## src/rtl/guitar_pkg.sv

```systemverilog
// Shared constants and helpers for the note-row strike-line scorer.
// Row geometry: SLOTS slots of LANES lane flags, slot k in bits [k*LANES +: LANES],
// lane 0 is the LSB of its slot. LANES*SLOTS must equal ROW_BITS.
package guitar_pkg;

  localparam int unsigned LANES       = 5;
  localparam int unsigned SLOTS       = 6;
  localparam int unsigned ROW_BITS    = 30;
  localparam int unsigned HIT_PTS_DEF = 10;

  // Slot extraction: stride between slots in the row word
  localparam int unsigned SLOT_STRIDE = LANES;
  // Pointer wide enough to hold 0..SLOTS; SLOTS itself means idle/empty
  localparam int unsigned PTR_W       = 3;
  localparam int unsigned IDLE_PTR    = SLOTS;
  // Width of a per-slot hit count (0..LANES)
  localparam int unsigned CNT_W       = 3;

  typedef logic [LANES-1:0]    lanes_t;
  typedef logic [ROW_BITS-1:0] row_t;
  typedef logic [PTR_W-1:0]    ptr_t;

  // Lane flags of slot p; all-zero for the idle pointer
  function automatic lanes_t slot_of(input row_t row, input ptr_t p);
    lanes_t r;
    r = '0;
    for (int unsigned k = 0; k < SLOTS; k++) begin
      if (p == PTR_W'(k)) r = row[k*SLOT_STRIDE +: LANES];
    end
    return r;
  endfunction

  function automatic logic [CNT_W-1:0] popcount(input lanes_t v);
    logic [CNT_W-1:0] c;
    c = '0;
    for (int unsigned i = 0; i < LANES; i++) c = c + CNT_W'(v[i]);
    return c;
  endfunction

endpackage

```

## src/rtl/note_hit_scorer_btn_edge.sv

```systemverilog
// btn_edge: per-lane rising-edge detector.
// Ports: CLK, RST (sync, active-high), BTN (button levels), press_c (BTN & ~previous BTN).
// The history is registered; the press vector is combinational from it so the
// scorer can judge and register results on the very next edge.
module btn_edge #(
  parameter int unsigned W = 5
) (
  input  logic         CLK,
  input  logic         RST,
  input  logic [W-1:0] BTN,
  output logic [W-1:0] press_c
);

  logic [W-1:0] btn_prev;

  // Button history
  always_ff @(posedge CLK) begin
    if (RST) btn_prev <= '0;
    else     btn_prev <= BTN;
  end

  assign press_c = BTN & ~btn_prev;

endmodule

```

## src/rtl/note_hit_scorer.sv

```systemverilog
// note_hit_scorer: judges button presses against the delayed note row at the
// strike line, walking one slot per TICK, and keeps score/combo for the UI.
// Ports:
//   CLK, RST        clock, synchronous active-high reset
//   ROW_IN/ROW_STB  framed note row and its one-cycle load strobe
//   TICK            one-cycle slot-advance pulse
//   BTN             synchronized, debounced button levels (one per lane)
//   SCORE, COMBO    saturating score and consecutive-hit count
//   HIT_PULSE       one cycle: at least one hit judged
//   MISS_PULSE      one cycle: at least one miss or wrong press
//   UNDERRUN        sticky: TICK arrived with no slot left to walk
// Build option: define MULTIPLIER_EN to scale per-hit points by
// 1+min(COMBO/10,3) using the pre-update COMBO.
module note_hit_scorer
  import guitar_pkg::*;
#(
  parameter int unsigned HIT_PTS = HIT_PTS_DEF,
  parameter int unsigned SCORE_W = 16,
  parameter int unsigned COMBO_W = 8
) (
  input  logic                CLK,
  input  logic                RST,
  input  logic [ROW_BITS-1:0] ROW_IN,
  input  logic                ROW_STB,
  input  logic                TICK,
  input  logic [LANES-1:0]    BTN,
  output logic [SCORE_W-1:0]  SCORE,
  output logic [COMBO_W-1:0]  COMBO,
  output logic                HIT_PULSE,
  output logic                MISS_PULSE,
  output logic                UNDERRUN
);

  localparam int unsigned SSUM_W = SCORE_W + 32;
  localparam int unsigned CSUM_W = COMBO_W + CNT_W;

  row_t   row_buf;
  ptr_t   ptr;
  lanes_t hit_mask;

  lanes_t press_c, slot_c, pend_c, hits_c, wrong_c, missed_c;
  logic   idle_c;
  logic [CNT_W-1:0]   n_hits_c;
  logic [31:0]        add_c;
  logic [SSUM_W-1:0]  ssum_c;
  logic [CSUM_W-1:0]  csum_c;
  logic [SCORE_W-1:0] score_next_c;
  logic [COMBO_W-1:0] combo_next_c;

  btn_edge #(.W(LANES)) u_btn_edge (
    .CLK     (CLK),
    .RST     (RST),
    .BTN     (BTN),
    .press_c (press_c)
  );

  // Judge this cycle's presses against the current (pre-advance) slot
  always_comb begin
    idle_c   = (ptr == PTR_W'(IDLE_PTR));
    slot_c   = slot_of(row_buf, ptr);
    pend_c   = slot_c & ~hit_mask;
    hits_c   = press_c & pend_c;
    // Presses with no row loaded are ignored rather than judged wrong
    wrong_c  = idle_c ? '0 : (press_c & ~pend_c);
    missed_c = TICK ? (pend_c & ~hits_c) : '0;
    n_hits_c = popcount(hits_c);
  end

  // Points earned this cycle
`ifdef MULTIPLIER_EN
  logic [2:0] mult_c;
  always_comb begin
    mult_c = 3'd1;
    if      (32'(COMBO) >= 32'd30) mult_c = 3'd4;
    else if (32'(COMBO) >= 32'd20) mult_c = 3'd3;
    else if (32'(COMBO) >= 32'd10) mult_c = 3'd2;
    add_c = 32'(n_hits_c) * 32'(HIT_PTS) * 32'(mult_c);
  end
`else
  always_comb begin
    add_c = 32'(n_hits_c) * 32'(HIT_PTS);
  end
`endif

  // Saturating score and combo; wrong presses and misses break the combo
  // after the hits have been added
  always_comb begin
    ssum_c       = SSUM_W'(SCORE) + SSUM_W'(add_c);
    score_next_c = (ssum_c[SSUM_W-1:SCORE_W] != '0) ? '1 : SCORE_W'(ssum_c);
    csum_c       = CSUM_W'(COMBO) + CSUM_W'(n_hits_c);
    combo_next_c = (csum_c[CSUM_W-1:COMBO_W] != '0) ? '1 : COMBO_W'(csum_c);
    if ((wrong_c != '0) || (missed_c != '0)) combo_next_c = '0;
  end

  // Row buffer, slot walk and registered outputs
  always_ff @(posedge CLK) begin
    if (RST) begin
      row_buf    <= '0;
      ptr        <= PTR_W'(IDLE_PTR);
      hit_mask   <= '0;
      SCORE      <= '0;
      COMBO      <= '0;
      HIT_PULSE  <= 1'b0;
      MISS_PULSE <= 1'b0;
      UNDERRUN   <= 1'b0;
    end else begin
      SCORE      <= score_next_c;
      COMBO      <= combo_next_c;
      HIT_PULSE  <= (hits_c != '0);
      MISS_PULSE <= (wrong_c != '0) || (missed_c != '0);
      if (TICK && idle_c) UNDERRUN <= 1'b1;

      // A new row always wins over the slot advance; leftover notes of the
      // old row are dropped silently
      if (ROW_STB) begin
        row_buf <= ROW_IN;
        ptr     <= '0;
      end else if (TICK && !idle_c) begin
        ptr     <= ptr + PTR_W'(1);
      end

      if (ROW_STB || TICK) hit_mask <= '0;
      else                 hit_mask <= hit_mask | hits_c;
    end
  end

endmodule

```

## config.mk

```make
export PLATFORM = sky130hd
export DESIGN_NAME = note_hit_scorer
export DESIGN_NICKNAME = d
export VERILOG_FILES = /design/src/rtl/guitar_pkg.sv /design/src/rtl/note_hit_scorer_btn_edge.sv /design/src/rtl/note_hit_scorer.sv
export SDC_FILE = /design/constraint.sdc
export NUM_CORES = 1
export LEC_CHECK = 0
export CELL_PAD_IN_SITES_DETAIL_PLACEMENT = 1
export CELL_PAD_IN_SITES_GLOBAL_PLACEMENT = 1
export CORE_ASPECT_RATIO = 1.75
export CORE_MARGIN = 2
export CORE_UTILIZATION = 39
export DETAILED_ROUTE_END_ITERATION = 7
export PLACE_DENSITY = 0.8
export SLEW_MARGIN = 20
export SYNTH_ARGS = -nofsm -noshare
export SYNTH_HDL_FRONTEND = slang
export SYNTH_SLANG_ARGS = --single-unit
```

## constraint.sdc

```tcl
create_clock -name CLK -period 5.2 [get_ports CLK]
set_clock_uncertainty 0.05 [all_clocks]
set_input_delay 0.52 -clock CLK [delete_from_list [all_inputs] [get_ports CLK]]
set_output_delay 0.52 -clock CLK [all_outputs]
set_load 0.01 [all_outputs]
```

-- Yosys cells after proc, flatten, opt, wreduce, memory -nomap -nowiden
Index checks and enable logic that the tools add are counted.
- add/subtract/negate cells: 7
- $mul: 1
- equal/unequal tests: 6
- multiplexer cells: 12
- bitwise gates (word level): 10
- reduce and logical (&&, ||, !) cells: 15
- operator list (kind ; count):
    5-bit 2-to-1 mux ; 8
    32-bit nonzero test ; 1
    5-bit bitwise AND ; 5
    5-bit inverter ; 4
    16-bit by 7-bit adder with 17-bit output ; 1
    16-bit 2-to-1 mux ; 1
    5-bit nonzero test ; 3
    8-bit by 3-bit adder with 9-bit output ; 1
    3-bit equality test (second input constant) ; 3
    8-bit 2-to-1 mux ; 1
    3-bit by 1-bit adder with 3-bit output ; 2
    3-bit by 2-bit equality test with 1-bit output (second input constant) ; 2
    3-bit by 3-bit multiplier with 6-bit output (second input constant) ; 1
    3-bit 2-to-1 mux ; 2
    2-bit OR reduction ; 3
    5-bit bitwise OR ; 1
    2-bit by 1-bit adder with 3-bit output ; 1
    3-bit by 1-bit adder with 3-bit output (second input constant) ; 1
    3-bit by 1-bit equality test with 1-bit output (second input constant) ; 1
    3-bit zero test ; 1
    3-bit nonzero test ; 1
    1-bit by 1-bit adder with 2-bit output ; 1
    1-bit logical AND ; 2
    1-bit logical OR ; 2
    2 further kinds ; 2
- bits in registers: 70
- bits of input ports: 39
- word-level logic and storage cells: 61

-- Depth between registers and ports, before layout
- depth in word-level cells: 17
- depth in mapped cells: 23
- gate-level depth less buffers: 20

-- By module
A second synthesis with hierarchy kept.
- cell total of the unflattened synthesis: 386
- area total of the unflattened synthesis: 3549.7 um^2
- by module, submodules not included (module ; times used ; cells an instance ; area an instance (um^2)):
    note_hit_scorer ; 1 ; 371 ; 3387.0
    btn_edge ; 1 ; 15 ; 162.7

-- Worst setup path before layout
No wires, ideal clock.
- path type: register -> register
- from: reg ptr[0]
- to: reg SCORE[2]
- arrival time: 4.569 ns
- required time: 5.080 ns
- setup slack: 0.511 ns
- stages on the path, launching flop included: 21
- cell sequence: dfxtp_1 -> ha_1 -> ha_1 -> buf_2 -> a211o_2 -> o221ai_1 -> o21ai_0 -> and3b_1 -> fa_1 -> inv_1 -> fa_1 -> inv_1 -> ha_1 -> ha_1 -> ha_1 -> inv_1 -> o21a_1 -> nor2_1 -> nand4_1 -> clkbuf_1 -> a21oi_1
- longest elaborated chain between the ends: 17
- elaborated cells between the ends (all ways): 22
- those cells by class: 5 x add/sub; 1 x mul; 5 x eq/ne; 7 x mux; 2 x bitwise; 2 x reduce/logical
- ends and longest elaborated chain (element ; RTL line ; source):
    start: declaration ; note_hit_scorer.sv:38 ; ptr_t ptr;
    start signal: assignment ; note_hit_scorer.sv:99 ; ptr <= PTR_W'(IDLE_PTR);
    start signal: assignment ; note_hit_scorer.sv:119 ; ptr <= ptr + PTR_W'(1);
    3-bit zero test ; guitar_pkg.sv:28 ; if (p == PTR_W'(k)) r = row[k*SLOT_STRIDE +: LANES];
    5-bit 2-to-1 mux (5 in a row) ; guitar_pkg.sv:28 ;
    5-bit 2-to-1 mux (*) ; guitar_pkg.sv:28 ;
    5-bit bitwise AND (*) ; note_hit_scorer.sv:61 ; pend_c = slot_c & ~hit_mask;
    5-bit bitwise AND (*) ; note_hit_scorer.sv:62 ; hits_c = press_c & pend_c;
    1-bit by 1-bit adder with 2-bit output ; guitar_pkg.sv:36 ; for (int unsigned i = 0; i < LANES; i++) c = c + CNT_W'(v[i]);
    2-bit by 1-bit adder with 3-bit output ; guitar_pkg.sv:36 ;
    3-bit by 1-bit adder with 3-bit output ; guitar_pkg.sv:36 ;
    3-bit by 1-bit adder with 3-bit output (*) ; guitar_pkg.sv:36 ;
    3-bit by 3-bit multiplier with 6-bit output (*) ; note_hit_scorer.sv:81 ; add_c = 32'(n_hits_c) * 32'(HIT_PTS);
    16-bit by 7-bit adder with 17-bit output (*) ; note_hit_scorer.sv:88 ; ssum_c = SSUM_W'(SCORE) + SSUM_W'(add_c);
    32-bit nonzero test ; note_hit_scorer.sv:89 ; score_next_c = (ssum_c[SSUM_W-1:SCORE_W] != '0) ? '1 : SCORE_W'(ssum_c);
    16-bit 2-to-1 mux (*) ; note_hit_scorer.sv:89 ;
    end signal: assignment ; note_hit_scorer.sv:107 ; SCORE <= score_next_c;
    end: declaration ; note_hit_scorer.sv:27 ; output logic [SCORE_W-1:0] SCORE,
Mark *: on every way between the ends. The rest lies on a longest branch, timed or not.
A chain may end at the register's enable or synchronous reset.

-- Worst setup path after layout
- from: reg ptr[1]
- to: reg SCORE[13]
The elaborated chain is that of the path after synthesis.

==> results.toml <==
[timing]
setup_viol = 0
worst_pin_slew_ns = 1.03
rsz0062_at_grt = "true"
period_needed_ns = 5.11
timing.fmax_mhz = 196
final_max_slew_viol_count = 0
slew_headroom_pct = 31.4
period_share_pct = 98.3
finalHoldWorstSlack_ns = 0.418
final_hold_viol_count = 0

[placement]
place_hpwl_um = 7190
routabilityCongestion = 0.802
portBuffers = 65

[route]
drc_errors = 0
wl_um = 9990
first_pass_iters = 4
routed_via_density = 5.33
wl_per_cell_um = 17.1
vias = 3116
drtIter0Drc = 118
ant_nets = 0

[yosys]
ys_types = 57
synth_ff_type = "dfxtp_1"
postSynth.asyncResetShare_pct = 0
avgSynthCellArea_um2 = 9.24
synth_edf_count = 0
synth-seq-cells = 70
ys_warn_count = 0
yosysSeqAreaShare_pct = 39.0
syn_area_mm2 = 0.00359
synthCells = 389
synth_nets = 451

[grt]
grt_pass1_wl_um = 16000
antenna_found_initial = 0
grt_overflow = 0
grt_max_degree = 60
grt_use_total_pct = 20.2
first_global_vias = 3339

[die]
io_pins = 66
core_area_mm2 = 0.00904
die_h_um = 131
dieWidth_um = 76.6
placementRows = 46
start_util_pct = 39.8
die-area_mm2 = 0.0100

[status]
status = "completed"

[pwr]
p_leak_nw = 1.98
vdd_drop_max_v = 0.000285
total_power_mw = 1.51
p_per_area_mw_per_mm2 = 316

[clock_tree]
cts.htree.levels = 3
clk_path_buf_depth = 2
insertion_delay_ns = 0.33
clockRootBuffer = "clkbuf_16"
clkTransAtPathRegs_ns = 0.05
cts_buffers = 9
cts_hold_buf = 0
cts_tree = "built"
cts_num_sinks = 70

[worst_setup_path]
crit_path_start_kind = "flip-flop"
path_max_fanout = 7
arrival_ns = 5.22
critPathCaptureType = "flip-flop"
required_ns = 5.31
worstSetupPathType = "flip-flop to flip-flop"

[hold_path]
hold_class = "flip-flop to flip-flop"

[cells_and_area]
n_antenna_cell = 0
post-route-util_pct = 53.0
layout-drive-gt1-share_pct = 10.5
syn_to_final_growth_pct = 33.2
final_nets = 522

[flow_run]
drv_cap = 0
-- placed cells by master (no fill, tap or decap), types with 7 or more instances in the layout --
master / instances
ha_1: 15
mux2i_1: 33
a31oi_1: 7
nor2_1: 42
clkbuf_16: 9
clkdlybuf4s50_1: 63
inv_1: 26
nor2b_1: 10
nand2_1: 23
xnor2_1: 8
dfxtp_1: 70
o21ai_0: 10
a21oi_1: 20
buf_4: 12
-- synthesized netlist by cell type, types with 2 or more instances --
cell type	n	area share, %
dfxtp_1	70	39
o211a_1	3	0.84
clkbuf_1	10	1.0
buf_2	2	0.28
a21o_1	6	1.3
buf_4	2	0.42
xor2_1	4	0.97
nand3_1	3	0.42
and3b_1	2	0.49
or3_1	2	0.35
and2_1	2	0.35
xnor2_1	8	1.9
nand4_1	4	0.70
or2b_1	3	0.63
o21ai_0	11	1.5
nand2b_1	5	0.87
or2_2	2	0.35
nor3_1	6	0.84
a21oi_1	22	3.1
fa_1	4	2.2
a32oi_1	5	1.2
a21boi_0	2	0.42
inv_1	26	2.7
ha_1	19	6.6
a211oi_1	2	0.42
mux2i_1	33	9.2
o2111ai_1	2	0.49
nand2_1	23	2.4
o21bai_1	5	1.0
a31oi_1	7	1.2
nor2_1	42	4.4
buf_1	2	0.21
nor4_1	4	0.70
a2111oi_1	6	1.7
nor3b_1	4	0.84
and3_1	2	0.35
nor2b_1	10	1.7
o21a_1	5	1.0
-- path summary, 6_finish.rpt --
kind / slack, ns / end / from / cells after the start
worst min-delay path: 0.42 / SCORE[0] / SCORE[0] / 2
worst max-delay path: 0.09 / SCORE[13] / ptr[1] / 19
worst min register to register: 0.42 / SCORE[0] / SCORE[0] / 2
worst max register to register: 0.09 / SCORE[13] / ptr[1] / 19
-- cells by family after synthesis --
family	count (synthesis)	share of synthesized area, %
and+or+nand+nor	121	17.5
DFF	70	39.0
xor gates and xnor gates	12	2.92
muxes	33	9.19
adders and majority gates	23	8.84
buffers and inverters	43	4.98
AOI/OAI and AO/OA	87	17.5
-- worst max-delay path, cell delays in order (launching register included) --
cell and delay [ns]:
dfxtp_1 0.36, ha_1 0.20, ha_1 0.24, or3b_2 0.45
o2111ai_1 0.10, o21ai_1 0.15, and3b_2 0.26, fa_1 0.53
inv_1 0.05, fa_1 0.41, inv_1 0.10, ha_2 0.32
ha_1 0.32, ha_1 0.24, nor3_1 0.24, o21a_1 0.27
nor2_1 0.10, buf_4 0.18, a311oi_1 0.28, a211oi_1 0.08
-- routing by layer --
metal / up-vias / wire length (µm) / track usage [%]
li1: 1517 / - / -
met1: 1508 / 3700 / 19.4
met2: 67 / 5610 / 39.9
met3: 24 / 388 / 4.53
met4: 0 / 290 / 10.5
met5: - / 0 / 0
-- report_power, final --
| part | internal, mW | switching [mW] |
|---|---|---|
| Clock | 0.431 | 0.220 |
| Combinational | 0.135 | 0.133 |
| Sequential | 0.568 | 0.0235 |
| Total | 1.13 | 0.376 |
-- repair_timing --
| item | in CTS | in global routing |
|---|---|---|
| gates resized for setup | 0 | 14 |
| buffers inserted | 0 | 4 |
| endpoints found under the hold margin | 0 | 0 |
| endpoints found under the setup margin | 0 | 23 |
-- layout make-up --
type	count	area, µm²
Tap cell	120	150
Sequential cell	70	1400
Inverter	26	97.6
Fill cell	1046	4250
Multi-Input combinational cell	276	2090
Timing Repair Buffer	77	731
Clock buffer	12	246
Clock inverter	4	70.1
-- through the flow --
stage | setup slack, ns | TNS, ns | area [µm²] | std cells
floorplan | 0.511 | 0 | 3590 | 389
global placement | 0.218 | 0 | 4360 | 565
detailed placement | 0.0861 | 0 | 4360 | 565
CTS | 0.0307 | 0 | 4680 | 581
global route | -0.126 | -0.497 | 4790 | 585
finish | 0.0910 | 0 | 4790 | 585
-- sequential cells by signal (all words and copies together) (netlist names) --
register,count
row_buf,30
u_btn_edge.btn_prev,5
UNDERRUN,1
COMBO,8
hit_mask,5
ptr,3
HIT_PULSE,1
MISS_PULSE,1
SCORE,16
Note: power is estimated with default switching activity, not from simulation.
